==> src/rtl/morra_pkg.sv <==
// Shared codes and state encoding for the MorraCinese scoreboard.
package morra_pkg;

    localparam logic [1:0] NON_VALIDA = 2'b00;
    localparam logic [1:0] G1         = 2'b01;
    localparam logic [1:0] G2         = 2'b10;
    localparam logic [1:0] PARI       = 2'b11;

    typedef enum logic [1:0] {
        StAttesa       = 2'b00,
        StInGioco      = 2'b01,
        StChiusa       = 2'b10,
        StTorneoChiuso = 2'b11
    } stato_e;

endpackage

==> src/rtl/contatore_sat.sv <==
// CW-bit saturating counter with synchronous clear (priority) and increment enable.
module contatore_sat #(
    parameter int unsigned CW = 4
) (
    input  logic          clk_i,
    input  logic          rst_i,
    input  logic          clr_i,
    input  logic          inc_i,
    output logic [CW-1:0] cnt_o
);

    logic [CW-1:0] cnt_q;

    always_ff @(posedge clk_i) begin
        if (rst_i || clr_i) begin
            cnt_q <= '0;
        end else if (inc_i && (cnt_q != '1)) begin
            cnt_q <= cnt_q + CW'(1);
        end
    end

    assign cnt_o = cnt_q;

endmodule

==> src/rtl/morra_tabellone.sv <==
// Scoreboard downstream of the MorraCinese game: per-match round stats and best-of-N tournament.
module morra_tabellone
    import morra_pkg::*;
#(
    parameter int unsigned N_PARTITE = 3,
    parameter int unsigned CW        = 4
) (
    input  logic          clk,
    input  logic          rst,
    input  logic          INIZIA,
    input  logic [1:0]    MANCHE,
    input  logic [1:0]    PARTITA,
    input  logic          NUOVO_TORNEO,
    output logic [CW-1:0] VITTORIE_G1,
    output logic [CW-1:0] VITTORIE_G2,
    output logic [CW-1:0] PAREGGI,
    output logic [CW-1:0] NON_VALIDE,
    output logic [CW-1:0] PARTITE_G1,
    output logic [CW-1:0] PARTITE_G2,
    output logic [CW-1:0] PARTITE_GIOCATE,
    output logic [1:0]    TORNEO,
    output logic          FINE_PARTITA,
    output logic          FINE_TORNEO
);

    localparam logic [CW-1:0] WinTh   = CW'(N_PARTITE / 2 + 1);
    localparam logic [CW-1:0] NPartite = CW'(N_PARTITE);

    stato_e     stato_q;
    logic       inizia_q;
    logic [1:0] torneo_q;
    logic       fine_partita_q;
    logic       fine_torneo_q;

    logic       conta;
    logic       chiude;
    logic       clr_partita;
    logic       inc_pg1;
    logic       inc_pg2;
    logic       decide;
    logic [1:0] esito;
    logic [CW-1:0] pg1_post;
    logic [CW-1:0] pg2_post;
    logic [CW-1:0] giocate_post;

    function automatic logic [CW-1:0] sat_inc(input logic [CW-1:0] v, input logic en);
        return (en && (v != '1)) ? v + CW'(1) : v;
    endfunction

    // Rounds count only in a live match cycle not pre-empted by a restart or clear.
    assign conta       = (stato_q == StInGioco) && !inizia_q && !NUOVO_TORNEO;
    assign chiude      = conta && (PARTITA != NON_VALIDA);
    assign clr_partita = NUOVO_TORNEO || (inizia_q && (stato_q != StTorneoChiuso));
    assign inc_pg1     = chiude && (PARTITA == G1);
    assign inc_pg2     = chiude && (PARTITA == G2);

    assign pg1_post     = sat_inc(PARTITE_G1, inc_pg1);
    assign pg2_post     = sat_inc(PARTITE_G2, inc_pg2);
    assign giocate_post = sat_inc(PARTITE_GIOCATE, chiude);

    always_comb begin
        decide = 1'b0;
        esito  = NON_VALIDA;
        if (pg1_post >= WinTh) begin
            decide = 1'b1;
            esito  = G1;
        end else if (pg2_post >= WinTh) begin
            decide = 1'b1;
            esito  = G2;
        end else if (giocate_post == NPartite) begin
            decide = 1'b1;
            if (pg1_post > pg2_post)      esito = G1;
            else if (pg2_post > pg1_post) esito = G2;
            else                          esito = PARI;
        end
    end

    always_ff @(posedge clk) begin
        if (rst) begin
            stato_q        <= StAttesa;
            inizia_q       <= 1'b0;
            torneo_q       <= NON_VALIDA;
            fine_partita_q <= 1'b0;
            fine_torneo_q  <= 1'b0;
        end else begin
            inizia_q       <= INIZIA;
            fine_partita_q <= 1'b0;
            fine_torneo_q  <= 1'b0;
            if (NUOVO_TORNEO) begin
                torneo_q <= NON_VALIDA;
                stato_q  <= inizia_q ? StInGioco : StAttesa;
            end else if (inizia_q && (stato_q != StTorneoChiuso)) begin
                stato_q <= StInGioco;
            end else if (chiude) begin
                fine_partita_q <= 1'b1;
                if (decide) begin
                    fine_torneo_q <= 1'b1;
                    torneo_q      <= esito;
                    stato_q       <= StTorneoChiuso;
                end else begin
                    stato_q <= StChiusa;
                end
            end
        end
    end

    contatore_sat #(.CW(CW)) u_vittorie_g1 (
        .clk_i(clk), .rst_i(rst), .clr_i(clr_partita),
        .inc_i(conta && (MANCHE == G1)), .cnt_o(VITTORIE_G1)
    );
    contatore_sat #(.CW(CW)) u_vittorie_g2 (
        .clk_i(clk), .rst_i(rst), .clr_i(clr_partita),
        .inc_i(conta && (MANCHE == G2)), .cnt_o(VITTORIE_G2)
    );
    contatore_sat #(.CW(CW)) u_pareggi (
        .clk_i(clk), .rst_i(rst), .clr_i(clr_partita),
        .inc_i(conta && (MANCHE == PARI)), .cnt_o(PAREGGI)
    );
    contatore_sat #(.CW(CW)) u_non_valide (
        .clk_i(clk), .rst_i(rst), .clr_i(clr_partita),
        .inc_i(conta && (MANCHE == NON_VALIDA)), .cnt_o(NON_VALIDE)
    );
    contatore_sat #(.CW(CW)) u_partite_g1 (
        .clk_i(clk), .rst_i(rst), .clr_i(NUOVO_TORNEO),
        .inc_i(inc_pg1), .cnt_o(PARTITE_G1)
    );
    contatore_sat #(.CW(CW)) u_partite_g2 (
        .clk_i(clk), .rst_i(rst), .clr_i(NUOVO_TORNEO),
        .inc_i(inc_pg2), .cnt_o(PARTITE_G2)
    );
    contatore_sat #(.CW(CW)) u_partite_giocate (
        .clk_i(clk), .rst_i(rst), .clr_i(NUOVO_TORNEO),
        .inc_i(chiude), .cnt_o(PARTITE_GIOCATE)
    );

    assign TORNEO       = torneo_q;
    assign FINE_PARTITA = fine_partita_q;
    assign FINE_TORNEO  = fine_torneo_q;

endmodule

==> config.mk <==
export PLATFORM = sky130hd
export DESIGN_NAME = morra_tabellone
export DESIGN_NICKNAME = d
export VERILOG_FILES = /design/src/rtl/morra_pkg.sv /design/src/rtl/contatore_sat.sv /design/src/rtl/morra_tabellone.sv
export SDC_FILE = /design/constraint.sdc
export NUM_CORES = 1
export LEC_CHECK = 0
export BUFFER_PORTS_ARGS = -buffer_cell sky130_fd_sc_hd__buf_2
export CORE_AREA = 2 2 66 68
export CTS_CLUSTER_DIAMETER = 200
export DETAILED_ROUTE_END_ITERATION = 10
export DIE_AREA = 0 0 68 70
export GPL_TIMING_DRIVEN = 1
export MAX_ROUTING_LAYER = met4
export PLACE_DENSITY = 0.78
export REMOVE_ABC_BUFFERS = 1
export SYNTH_ARGS = -nofsm -noshare
export SYNTH_HDL_FRONTEND = slang
export SYNTH_SLANG_ARGS = --single-unit
==> constraint.sdc <==
create_clock -name clk -period 2.5 [get_ports clk]
set_input_delay 0.5 -clock clk [delete_from_list [all_inputs] [get_ports clk]]
set_output_delay 0.5 -clock clk [all_outputs]
set_load 0.01 [all_outputs]
==> impl_metrics.csv, run 1 <==
group,metric,value,unit
global_route,grt_pass1_wl,7.23,mm
detailed_routing,vias_per_cell,5.41,
clock_tree,clock_sink_count,35,
global_route,grt.total_usage,20.4,%
critical_path,critical_path_peak_fanout,4,
placed_design,gp_congestion,0.894,
power_and_ir_drop,p_total,1.15,mW
detailed_routing,wire_per_inst,13.4,microns
global_route,grt_max_degree,18,
global_route,grt.overflow.total,0,
critical_path,critPathCaptureType,"register",
min_path,worst_hold_path_type,"in2reg",
logic_synthesis,syn_area_per_cell,8.84,sq um
logic_synthesis,synth.distinct_cells,49,
critical_path,path_class,"in2reg",
cells_and_area,drive_above_1_share,30.4,%
logic_synthesis,async_flop_share,0,%
cells_and_area,nFillCells,369,
sta,slew_viol_final,0,
cells_and_area,diodes,0,
clock_tree,ctsLongestPathBuffers,2,
logic_synthesis,synthCells,215,
clock_tree,clock_latency,0.29,ns
global_route,antenna_found_initial,0,
critical_path,arrival,2.59,ns
placed_design,portBuffers,39,
clock_tree,htreeDepth,2,
sta,rsz0062_at_grt,"false",
cells_and_area,finalNonFillerCells,328,
sta,finalSetupViolations,0,
logic_synthesis,ys_warn_count,0,
die,coreArea,0.00414,sq mm
placed_design,dp_hpwl,3.30,mm
status,outcome,"complete, no violations",
detailed_routing,vias,1773,
sta,period_share,96.7,%
cells_and_area,syn2layout_area_growth,27.5,%
sta,fin_ws,0.0837,ns
die,initial_core_util,45.9,%
cells_and_area,mostFrequentLayoutCells,"buf_2 (39), dfxtp_1 (35), nor2_1 (29), buf_4 (21), nand2_1 (16)",
sta,fmax,0.414,GHz
sta,finalHoldViolations,0,
die,boundaryPins,40,
critical_path,startpoint_type,"input pin",
placed_design,dp.cells,319,
cells_and_area,final_common_cell,"buf_2",
placed_design,pre_cts_slack,-0.216,ns
detailed_routing,first_pass_iters,4,
logic_synthesis,seq_area_frac_synth,36.9,%
global_route,grt_pass1_vias,1671,
logic_synthesis,synth_edf_count,0,
logic_synthesis,syn_area,0.00190,sq mm
sta,fin_skew,0.0102,ns
logic_synthesis,yosys.area.top_type,"dfxtp_1",
critical_path,cp.required,2.67,ns
die,rows,24,
power_and_ir_drop,cellLeakagePower,1.05,nW
cells_and_area,nets,292,
sta,worst_pin_slew,0.471,ns
power_and_ir_drop,power.density,474,mW/mm^2
sta,period_minus_slack,2.42,ns
detailed_routing,drtIter0Drc,95,
clock_tree,clkTransAtPathRegs,0.07,ns
clock_tree,clockRootBuffer,"clkbuf_8",
clock_tree,cts-buffers-inserted,5,
die,die_w,68,microns
job,max-cap-violations,0,
detailed_routing,wl,4.38,mm
die,die_h,70,microns
power_and_ir_drop,irDropWorstVdd,0.353,mV
detailed_routing,drtAntennaViolNets,0,
logic_synthesis,synth-seq-cells,35,
logic_synthesis,synth_top_area_share,36.9,%
logic_synthesis,synth_area_leaders,"dfxtp_1 (37%), ha_1 (5.9%), nor2_1 (5.7%)",
die,die-area,0.00476,sq mm
detailed_routing,drc,0,
sta,max_slew_margin,68.3,%
clock_tree,cts_tree,"done",
logic_synthesis,synth-main-ff-cell,"dfxtp_1",
[routing by layer]
metal,track usage [%],part of all wire (%)
met1,26.7,46
met2,30.2,47
met3,5.80,4.5
met4,6.89,2.1
met5,-,0
[sequential cells by signal (all words and copies together) (netlist names)]
register and flops:
FINE_PARTITA 1, FINE_TORNEO 1, TORNEO 2, inizia_q 1
stato_q 2, u_non_valide.cnt_o 4, u_pareggi.cnt_o 4, u_partite_g1.cnt_o 4
u_partite_g2.cnt_o 4, u_partite_giocate.cnt_o 4, u_vittorie_g1.cnt_o 4, u_vittorie_g2.cnt_o 4
[cell usage after synthesis, drive strengths merged (5+ instances only)]
| cell | instances |
|---|---|
| nand2 | 16 |
| xor2 | 11 |
| xnor2 | 7 |
| nand4 | 6 |
| a21oi | 6 |
| ha | 9 |
| a31oi | 6 |
| nand3 | 10 |
| nand2b | 8 |
| nor2 | 30 |
| inv | 6 |
| dfxtp | 35 |
| and2 | 5 |
[cell families (layout without fill, tap and decap cells)]
group                    count (synthesis)  in the layout  share of synthesized area (%)
XOR/XNOR                                18             18                           8.29
flip-flops                              35             35                           36.9
multiplexers                             5              5                           2.70
AND/OR/NAND/NOR                         99             99                           28.8
AO/OA/AOI/OAI                           36             36                           14.7
buffers and inverters                   13             74                           2.70
adder cells (fa/ha/maj)                  9              9                           5.93
[repair_timing]
item	in CTS	in global routing
gates resized for setup	0	3
setup endpoints to repair	0	2
setup buffers	0	1
hold endpoints to repair	0	0
hold buffers	0	0
[critical path, cell delays in order]
cell and delay, ns:
buf_2 0.10, or4b_4 0.56, o31a_1 0.32, or2_2 0.29, ha_1 0.31, o21ai_0 0.08, o21bai_1 0.10, o311a_1 0.33
[path summary, 6_finish.rpt]
| kind | from | end | slack (ns) | cells past startpoint |
|---|---|---|---|---|
| hold / removal | rst | inizia_q$_SDFF_PP0_ | 0.43 | 2 |
| setup / recovery | NUOVO_TORNEO | TORNEO[1]$_SDFFE_PP0P_ | 0.08 | 8 |
| hold reg to reg | u_vittorie_g1.cnt_o[1]$_SDFFE_PP0P_ | u_vittorie_g1.cnt_o[1]$_SDFFE_PP0P_ | 0.51 | 2 |
| setup reg to reg | inizia_q$_SDFF_PP0_ | TORNEO[1]$_SDFFE_PP0P_ | 0.10 | 7 |
[layout make-up]
| class | instances | area (sq um) | share of cell area, % |
|---|---|---|---|
| Clock buffer | 6 | 82.6 | 3.41 |
| Clock inverter | 2 | 35.0 | 1.45 |
| Inverter | 6 | 22.5 | 0.929 |
| Multi-Input combinational cell | 167 | 1160 | 48.1 |
| Sequential cell | 35 | 701 | 28.9 |
| Tap cell | 52 | 65.1 | 2.68 |
| Timing Repair Buffer | 60 | 353 | 14.6 |
[stage by stage]
| stage | hold slack (ns) | cell area (sq um) | TNS, ns | utilization (%) |
|---|---|---|---|---|
| 2_1_floorplan | 0.507 | 1870 | -0.133 | - |
| 3_3_place_gp | 0.495 | 2280 | -0.268 | 55.1 |
| 3_5_place_dp | 0.507 | 2280 | -0.397 | 55.1 |
| 4_1_cts | 0.416 | 2400 | 0 | 57.9 |
| 5_1_grt | 0.431 | 2420 | 0 | 58.5 |
| 6_report | 0.425 | 2420 | 0 | 58.5 |
[where the power goes]
group | internal (mW) | total, mW | leakage, nW | switching, mW
Clock | 0.322 | 0.520 | 0.0612 | 0.197
Sequential | 0.560 | 0.562 | 0.282 | 0.00201
Combinational | 0.0278 | 0.0667 | 0.703 | 0.0389
Total | 0.910 | 1.15 | 1.05 | 0.238
Power figures use the tool's default switching activity.
==> inputs of run 2 (changes only) <==
--- a/config.mk
+++ b/config.mk
@@ -5,14 +5,14 @@
 export SDC_FILE = /design/constraint.sdc
 export NUM_CORES = 1
 export LEC_CHECK = 0
-export BUFFER_PORTS_ARGS = -buffer_cell sky130_fd_sc_hd__buf_2
-export CORE_AREA = 2 2 66 68
+export CORE_AREA = 2 2 62 64
 export CTS_CLUSTER_DIAMETER = 200
 export DETAILED_ROUTE_END_ITERATION = 10
-export DIE_AREA = 0 0 68 70
+export DIE_AREA = 0 0 64 66
+export DONT_BUFFER_PORTS = 1
 export GPL_TIMING_DRIVEN = 1
 export MAX_ROUTING_LAYER = met4
-export PLACE_DENSITY = 0.78
+export PLACE_DENSITY_LB_ADDON = 0.15
 export REMOVE_ABC_BUFFERS = 1
 export SYNTH_ARGS = -nofsm -noshare
 export SYNTH_HDL_FRONTEND = slang
==> run 2 against run 1 <==
Against the previous run:
- die area decreased by 11%
- worst hold slack got worse by 0.22 ns
- maximum frequency increased by 0.80%
- combinational power decreased by 22%
- total power decreased by 8.2%
- global-route usage increased by 3.3 points
- sequential power about the same
- final area decreased by 11%
- worst setup slack improved by 0.019 ns
- sequential cell count unchanged
- first-iteration DRC count increased by 11%
- clock power decreased by 16%
- critical endpoint unchanged
==> impl_metrics.csv, run 2 (same netlist as run 1, synthesis figures left out) <==
group,metric,value,unit
cells_and_area,drive_above_1_share,17.6,%
detailed_routing,drtAntennaViolNets,0,
clock_tree,clock_sink_count,35,
detailed_routing,wl,4.54,mm
sta,max_slew_margin,68.8,%
sta,worst_pin_slew,0.466,ns
critical_path,path_class,"reg2reg",
clock_tree,postCtsHoldBufs,0,
global_route,grt_pass1_wl,7.53,mm
sta,fmax,0.417,GHz
die,rows,22,
clock_tree,clock_latency,0.35,ns
global_route,grt.overflow.total,0,
job,max-cap-violations,0,
placed_design,pre_cts_slack,-0.152,ns
placed_design,dp.cells,271,
critical_path,critical_path_peak_fanout,4,
sta,finalHoldViolations,0,
detailed_routing,drt-met1-wl,1.81,mm
critical_path,startpoint_type,"register",
global_route,grt.total_usage,23.8,%
placed_design,gp_congestion,0.873,
power_and_ir_drop,power.density,487,mW/mm^2
placed_design,dp_hpwl,3.41,mm
cells_and_area,final_common_cell,"dfxtp_1",
cells_and_area,syn2layout_area_growth,14.0,%
detailed_routing,drc,0,
die,die-area,0.00422,sq mm
detailed_routing,vias,1654,
detailed_routing,wire_per_inst,16.2,microns
sta,slew_viol_final,0,
clock_tree,cts-buffers-inserted,5,
die,coreArea,0.00355,sq mm
critical_path,arrival,2.65,ns
power_and_ir_drop,cellLeakagePower,0.821,nW
die,boundaryPins,40,
critical_path,r2r_slack,0.10,ns
global_route,grt_pass1_vias,1701,
cells_and_area,nFillCells,329,
global_route,antenna_found_initial,0,
min_path,worst_hold_path_type,"in2reg",
cells_and_area,nets,249,
clock_tree,htreeDepth,2,
sta,finalSetupViolations,0,
placed_design,portBuffers,0,
clock_tree,ctsLongestPathBuffers,2,
power_and_ir_drop,p_total,1.05,mW
detailed_routing,wl_met3,340,microns
critical_path,cp.required,2.75,ns
sta,period_share,95.9,%
global_route,grt_max_degree,18,
cells_and_area,mostFrequentLayoutCells,"dfxtp_1 (34), nor2_1 (29), buf_4 (17), nand2_1 (16), xor2_1 (11)",
die,die_h,66,microns
die,die_w,64,microns
critical_path,critPathCaptureType,"register",
clock_tree,cts_tree,"done",
sta,fin_ws,0.103,ns
clock_tree,clkTransAtPathRegs,0.12,ns
power_and_ir_drop,irDropWorstVdd,0.271,mV
sta,fin_skew,0.0118,ns
status,outcome,"complete, no violations",
cells_and_area,diodes,0,
cells_and_area,finalNonFillerCells,281,
detailed_routing,first_pass_iters,6,
detailed_routing,drtIter0Drc,105,
die,initial_core_util,53.5,%
clock_tree,clockRootBuffer,"clkbuf_4",
detailed_routing,vias_per_cell,5.89,
detailed_routing,wl_met2,2.31,mm
sta,period_minus_slack,2.40,ns
detailed_routing,top_layer,"met4",
==> run 2: changes by cell type in the layout (fill, tap and decap cells not counted), sizes merged <==
cell / before / now
buf: 60 / 17
==> run 2: final timing paths <==
kind                           startpoint                 endpoint  depth (start not counted)
setup / recovery  stato_q[1]$_SDFFE_PP0P_   TORNEO[1]$_SDFFE_PP0P_                          7
hold / removal                        rst      inizia_q$_SDFF_PP0_                          1
setup reg to reg  stato_q[1]$_SDFFE_PP0P_   TORNEO[1]$_SDFFE_PP0P_                          7
hold reg to reg   stato_q[0]$_SDFFE_PP0P_  stato_q[0]$_SDFFE_PP0P_                          1
==> run 2: routing by layer <==
metal	up-vias	global-route usage, %
met2	49	39.8
li1	809	-
met1	785	25.2
met5	-	-
met3	11	7.84
met4	0	12.0
==> run 2: metrics by stage <==
| step | area, sq um | util, % | hold slack, ns | setup TNS, ns |
|---|---|---|---|---|
| 2_1_floorplan | 1870 | - | 0.507 | -0.133 |
| 3_3_place_gp | 2040 | 57.6 | 0.536 | -0.0929 |
| 3_5_place_dp | 2040 | 57.6 | 0.549 | -0.191 |
| 4_1_cts | 2130 | 60.1 | 0.193 | 0 |
| 5_1_grt | 2170 | 61.0 | 0.187 | -0.0102 |
| 6_report | 2170 | 61.0 | 0.206 | 0 |
==> run 2: power by group <==
part / internal (mW) / switching (mW) / total (mW) / leakage [nW]
clock: 0.236 / 0.203 / 0.439 / 0.0482
combinational: 0.0213 / 0.0307 / 0.0520 / 0.490
sequential: 0.560 / 0.00275 / 0.563 / 0.283
total: 0.818 / 0.237 / 1.05 / 0.821
==> run 2: area by class of cell <==
type | instances | area (sq um) | share of cell area, %
inverters | 6 | 22.5 | 1.04
well taps | 48 | 60.1 | 2.77
flip-flops and latches | 35 | 702 | 32.4
multi-input cells | 167 | 1170 | 53.9
clock inverters | 2 | 35.0 | 1.62
clock buffers | 6 | 51.3 | 2.37
repair buffers | 17 | 128 | 5.89
==> run 2: critical path: stages (launching register included) <==
cell      delay, ns
dfxtp_1        0.33
or4b_4         0.57
nor3_2         0.21
mux2_2         0.37
ha_1           0.30
o21ai_0        0.08
o21bai_1       0.10
o311a_1        0.34
==> run 2: timing repair <==
action / CTS / global route
hold endpoints to repair: 0 / 0
setup endpoints to repair: 1 / 1
resized for setup: 1 / 4
pin swaps: 0 / 3
buffers inserted: 0 / 2
